<file path="src/rtl/vc_output_scheduler_pkg.sv">
// Shared flit-format constants, flit type codes and lock FSM states for the
// VC output scheduler.
package vc_output_scheduler_pkg;

  localparam int FLIT_WIDTH       = 16;
  localparam int FLIT_TYPE_MSB    = 15;
  localparam int FLIT_TYPE_LSB    = 14;
  localparam int BUFFERSIZE       = 4;
  localparam int BUFFERSIZE_WIDTH = 3;

  typedef enum logic [1:0] {
    BODY   = 2'b00,
    HEAD   = 2'b01,
    TAIL   = 2'b10,
    SINGLE = 2'b11
  } flit_type_t;

  typedef enum logic {
    IDLE,
    LOCKED
  } lock_state_t;

  function automatic flit_type_t flit_type(input logic [FLIT_WIDTH-1:0] flit);
    return flit_type_t'(flit[FLIT_TYPE_MSB:FLIT_TYPE_LSB]);
  endfunction

endpackage

</file>
<file path="src/rtl/vc_output_scheduler_rr_arbiter.sv">
// Combinational round-robin arbiter: searches from rr_ptr+1 upward (wrapping)
// and grants the first requester; the pointer register lives in the caller.
module vc_output_scheduler_rr_arbiter #(
  parameter int P_NUM_VC   = 4,
  parameter int P_VC_WIDTH = 2
) (
  input  logic [P_NUM_VC-1:0]   req,
  input  logic [P_VC_WIDTH-1:0] rr_ptr,
  output logic [P_NUM_VC-1:0]   grant,
  output logic [P_VC_WIDTH-1:0] grant_idx
);

  logic [P_VC_WIDTH-1:0] idx;

  // Scan from the farthest offset down so the nearest requester after rr_ptr wins.
  always_comb begin
    grant     = '0;
    grant_idx = '0;
    idx       = '0;
    for (int off = P_NUM_VC; off >= 1; off--) begin
      idx = rr_ptr + P_VC_WIDTH'(off);
      if (req[idx]) begin
        grant      = '0;
        grant[idx] = 1'b1;
        grant_idx  = idx;
      end
    end
  end

endmodule

</file>
<file path="src/rtl/vc_output_scheduler.sv">
// Output-port scheduler: round-robin over VC buffers with downstream credits,
// registered link output. Define PACKET_LOCK_EN for wormhole HEAD..TAIL locking.
module vc_output_scheduler
  import vc_output_scheduler_pkg::*;
#(
  parameter int P_NUM_VC     = 4,
  parameter int P_VC_WIDTH   = 2,
  parameter int P_DATA_WIDTH = FLIT_WIDTH,
  parameter int P_DS_DEPTH   = BUFFERSIZE
) (
  input  logic                               CLK,
  input  logic                               RST,
  input  logic [P_NUM_VC*BUFFERSIZE_WIDTH-1:0] vc_credit_level,
  input  logic [P_NUM_VC*P_DATA_WIDTH-1:0]   vc_data,
  output logic [P_NUM_VC-1:0]                vc_read,
  output logic                               out_valid,
  output logic [P_DATA_WIDTH-1:0]            out_data,
  output logic [P_VC_WIDTH-1:0]              out_vc,
  input  logic                               credit_ret_valid,
  input  logic [P_VC_WIDTH-1:0]              credit_ret_vc
);

  localparam int CW = BUFFERSIZE_WIDTH + 1;
  localparam logic [CW-1:0] DS_FULL = CW'(P_DS_DEPTH);

  logic [CW-1:0]           ds_credit [P_NUM_VC];
  logic [P_VC_WIDTH-1:0]   rr_ptr;
  logic [P_NUM_VC-1:0]     eligible, req, grant, cred_inc;
  logic [P_VC_WIDTH-1:0]   grant_idx;
  logic                    grant_valid, ptr_update;
  logic [P_DATA_WIDTH-1:0] grant_data;

  always_comb begin
    eligible = '0;
    for (int i = 0; i < P_NUM_VC; i++) begin
      eligible[i] = (vc_credit_level[i*BUFFERSIZE_WIDTH +: BUFFERSIZE_WIDTH]
                     != BUFFERSIZE_WIDTH'(BUFFERSIZE)) && (ds_credit[i] != '0);
    end
  end

`ifdef PACKET_LOCK_EN
  lock_state_t           lock_state;
  logic [P_VC_WIDTH-1:0] lock_vc;
  flit_type_t            grant_type;

  assign grant_type = flit_type(grant_data[FLIT_WIDTH-1:0]);
  assign req        = (lock_state == LOCKED) ? (eligible & (P_NUM_VC'(1) << lock_vc)) : eligible;
  // While locked only lock_vc can win, so a TAIL grant there is the packet end.
  assign ptr_update = (lock_state == IDLE) || (grant_type == TAIL);

  always_ff @(posedge CLK or negedge RST) begin
    if (!RST) begin
      lock_state <= IDLE;
      lock_vc    <= '0;
    end else if (grant_valid) begin
      case (lock_state)
        IDLE: begin
          if (grant_type == HEAD) begin
            lock_state <= LOCKED;
            lock_vc    <= grant_idx;
          end
        end
        LOCKED: begin
          if (grant_type == TAIL) lock_state <= IDLE;
        end
        default: lock_state <= IDLE;
      endcase
    end
  end
`else
  assign req        = eligible;
  assign ptr_update = 1'b1;
`endif

  vc_output_scheduler_rr_arbiter #(
    .P_NUM_VC  (P_NUM_VC),
    .P_VC_WIDTH(P_VC_WIDTH)
  ) u_arb (
    .req      (req),
    .rr_ptr   (rr_ptr),
    .grant    (grant),
    .grant_idx(grant_idx)
  );

  // The read strobe is gated by reset so it drops as soon as reset asserts.
  assign vc_read     = grant & {P_NUM_VC{RST}};
  assign grant_valid = |grant;
  assign grant_data  = vc_data[int'(grant_idx)*P_DATA_WIDTH +: P_DATA_WIDTH];

  always_comb begin
    cred_inc = '0;
    if (credit_ret_valid) cred_inc[credit_ret_vc] = 1'b1;
  end

  always_ff @(posedge CLK or negedge RST) begin
    if (!RST) begin
      out_valid <= 1'b0;
      out_data  <= '0;
      out_vc    <= '0;
      rr_ptr    <= P_VC_WIDTH'(P_NUM_VC - 1);
    end else begin
      out_valid <= grant_valid;
      if (grant_valid) begin
        out_data <= grant_data;
        out_vc   <= grant_idx;
        if (ptr_update) rr_ptr <= grant_idx;
      end
    end
  end

  // A simultaneous grant and return cancel; returns beyond full depth are dropped.
  always_ff @(posedge CLK or negedge RST) begin
    if (!RST) begin
      for (int i = 0; i < P_NUM_VC; i++) ds_credit[i] <= DS_FULL;
    end else begin
      for (int i = 0; i < P_NUM_VC; i++) begin
        if (grant[i] && !cred_inc[i])
          ds_credit[i] <= ds_credit[i] - 1'b1;
        else if (cred_inc[i] && !grant[i] && ds_credit[i] != DS_FULL)
          ds_credit[i] <= ds_credit[i] + 1'b1;
      end
    end
  end

endmodule

</file>
<file path="config.mk">
export PLATFORM = sky130hd
export DESIGN_NAME = vc_output_scheduler
export DESIGN_NICKNAME = d
export VERILOG_FILES = /design/src/rtl/vc_output_scheduler_pkg.sv /design/src/rtl/vc_output_scheduler_rr_arbiter.sv /design/src/rtl/vc_output_scheduler.sv
export SDC_FILE = /design/constraint.sdc
export NUM_CORES = 1
export LEC_CHECK = 0
export BUFFER_PORTS_ARGS = -buffer_cell sky130_fd_sc_hd__buf_2
export CELL_PAD_IN_SITES_DETAIL_PLACEMENT = 1
export CELL_PAD_IN_SITES_GLOBAL_PLACEMENT = 2
export CORE_MARGIN = 3
export CORE_UTILIZATION = 29
export DETAILED_ROUTE_END_ITERATION = 12
export HOLD_SLACK_MARGIN = 0.02
export PLACE_DENSITY_LB_ADDON = 0.1
export SYNTH_ARGS = -nofsm -noshare
export SYNTH_HDL_FRONTEND = slang
export SYNTH_SLANG_ARGS = --single-unit
</file>
<file path="constraint.sdc">
create_clock -name CLK -period 4.13 [get_ports CLK]
set_clock_uncertainty 0.15 [all_clocks]
set_input_delay 0.2065 -clock CLK [delete_from_list [all_inputs] [get_ports CLK]]
set_output_delay 0.2065 -clock CLK [all_outputs]
set_load 0.02 [all_outputs]
</file>
==> impl_metrics.tcl <==
set metrics [dict create \
    worst_slew_pin_slew_ps 1000 \
    num_antenna_cells 0 \
    hold_viol 0 \
    grtUsageMet1_pct 20.5 \
    dieHeight_um 108 \
    r2r_end "ds_credit[6]" \
    synth_edf_count 0 \
    rows 36 \
    path_clk_slew_ps 80 \
    rsz0062_at_grt "no" \
    yosys_warnings 0 \
    hold_path_end "out_data[13]" \
    synth_flop_cell "dfrtp_1" \
    r2r_cells 12 \
    dieArea_um2 11600 \
    finalMaxSlewViolations 0 \
    dr_total_vias 2909 \
    required_ps 4200 \
    fin_nets 534 \
    crit_fanout 11 \
    synthArstFlopShare_pct 100 \
    ys_seq_elements 37 \
    die_w_um 108 \
    syn_inst 334 \
    grt_pass1_wl_um 14900 \
    max_cap_viol_count 0 \
    portBuffers 103 \
    postCtsHoldBufs 1 \
    grt_remaining_overflow 0 \
    start_util_pct 30.4 \
    post_cts_buffers 0 \
    utilization_pct 38.8 \
    synth_cell_types 54 \
    antenna_found_initial 0 \
    met2_usage_pct 25.9 \
    fmax_mhz 265 \
    drt_iter0_markers 95 \
    clk_latency_ps 290 \
    htree_levels 2 \
    cts_tree "done" \
    end_kind "register" \
    wl_um 8770 \
    drc 0 \
    via_per_inst 5.06 \
    postCtsResizedCells 0 \
    wl_per_cell_um 15.2 \
    core_um2 9910 \
    fin_crit_sh_pct 91.4 \
    cts_buffer_depth 2 \
    cts_buffers 5 \
    setup_viol 0 \
    crit_type "register to register" \
    drive_above_1_share_pct 37.8 \
    grt_use_met3_pct 4.14 \
    hold_start "vc_data[61]" \
    critical_path_arrival_ps 3850 \
    gp_congestion 0.908 \
    drt_pass1_iterations 4 \
    grt_use_total_pct 15.8 \
    grt_max_degree 45 \
    min_path_type "primary input to register" \
    outcome "finished clean" \
    synthesis.area_um2 3010 \
    fin_tns_setup_ps 0 \
    relSlewSlack_pct 33.1 \
    cts_root_buf "clkbuf_8" \
    holdWs_ps 32.1 \
    globalRoute.busiestLayer "met2" \
    r2r_start "rr_ptr[1]" \
    period_minus_slack_ps 3780 \
    io-pin-count 104 \
    grt_pass1_vias 3081 \
    syn_avg_cell_area_um2 9.01 \
    area_growth_pct 27.7 \
    dp_hpwl_um 6840 \
    synth_nets 427 \
    r2r_setup_slack_ps 350 \
    cts_sinks 37 \
    final_antenna_net_count 0 \
    cp-start-kind "register" \
    hold_depth 3 \
    yosysSeqAreaShare_pct 31.0 \
]
[how the worst max path moves through the flow]
stage	end	startpoint	depth (start not counted)	slack, ps
final	ds_credit[6]	rr_ptr[1]	12	350
after global routing	ds_credit[2]	rr_ptr[1]	12	5
after CTS	ds_credit[2]	rr_ptr[1]	12	340
after detailed placement	ds_credit[9]	rr_ptr[1]	11	380
after global placement	ds_credit[6]	rr_ptr[1]	12	470
after floorplan	ds_credit[14]	rr_ptr[0]	13	380
[cell families after synthesis]
family | Yosys count | synth area share, %
AO/OA/AOI/OAI | 92 | 21.7
XOR/XNOR | 12 | 3.49
adder cells (fa/ha/maj) | 12 | 4.99
buffers and inverters | 37 | 5.36
flip-flops | 37 | 31.0
multiplexers | 33 | 12.2
AND/OR/NAND/NOR | 111 | 21.2
[layer usage]
layer	routed length (um)	share of wire, %	vias up
met5	0	0	-
met4	102	1.2	0
met1	3920	45	1363
li1	-	-	1453
met3	599	6.8	6
met2	4150	47	87
[sequential cells by signal, summed over array words and instances (netlist names)]
name / count
ds_credit: 16
out_data: 16
out_valid: 1
out_vc: 2
rr_ptr: 2
[cells in the final DEF, fill, tap and decap left out, drive strengths merged, types with 10 or more instances in the layout]
cell type / synthesis / routed
a21oi: 39 / 39
a221oi: 11 / 11
a32oi: 10 / 10
buf: 12 / 119
dfrtp: 31 / 31
ha: 12 / 12
inv: 17 / 17
mux2: 20 / 20
mux2i: 12 / 12
nand2: 15 / 15
nand2b: 11 / 11
nor2: 22 / 22
nor3: 14 / 14
nor4: 10 / 10
o21ai: 13 / 13
[per-stage QoR]
step	cells	area, um2	setup WS [ps]
finish	575	3840	354
floorplan	334	3010	379
global placement	566	3750	471
detailed placement	566	3750	376
global route	575	3840	5.42
CTS	575	3840	337
[Yosys cell counts (9+ instances only)]
cell | count | share of area, %
inv_1 | 16 | 2.0
nand2_1 | 15 | 1.9
a21oi_1 | 39 | 6.5
mux2i_1 | 12 | 4.0
nor2_1 | 22 | 2.7
nor3_1 | 14 | 2.3
nand2b_1 | 11 | 2.3
mux2_2 | 16 | 6.0
dfrtp_1 | 31 | 26
a32oi_1 | 10 | 2.9
buf_2 | 9 | 1.5
o21ai_1 | 10 | 1.7
ha_1 | 12 | 5.0
[worst max-delay path: stages (launching register included)]
cell and delay [ps]:
dfstp_2 530, inv_1 100, ha_1 440, or3_1 430, nand3_1 300, a21boi_2 170, a221oi_2 490, and2_1 300
xor2_1 170, ha_1 210, nor2_1 70, a32o_1 210, a21oi_1 150
[area by class of cell]
cell class | instances | area [um2]
well taps | 133 | 166
flip-flops and latches | 37 | 933
clock inverters | 1 | 8.76
repair buffers | 120 | 658
clock buffers | 7 | 76.3
multi-input cells | 260 | 1940
inverters | 17 | 63.8
fillers | 1218 | 6070
Power is not shown: default switching activity piles up to over one toggle a cycle in this logic, so the estimate is an artifact.
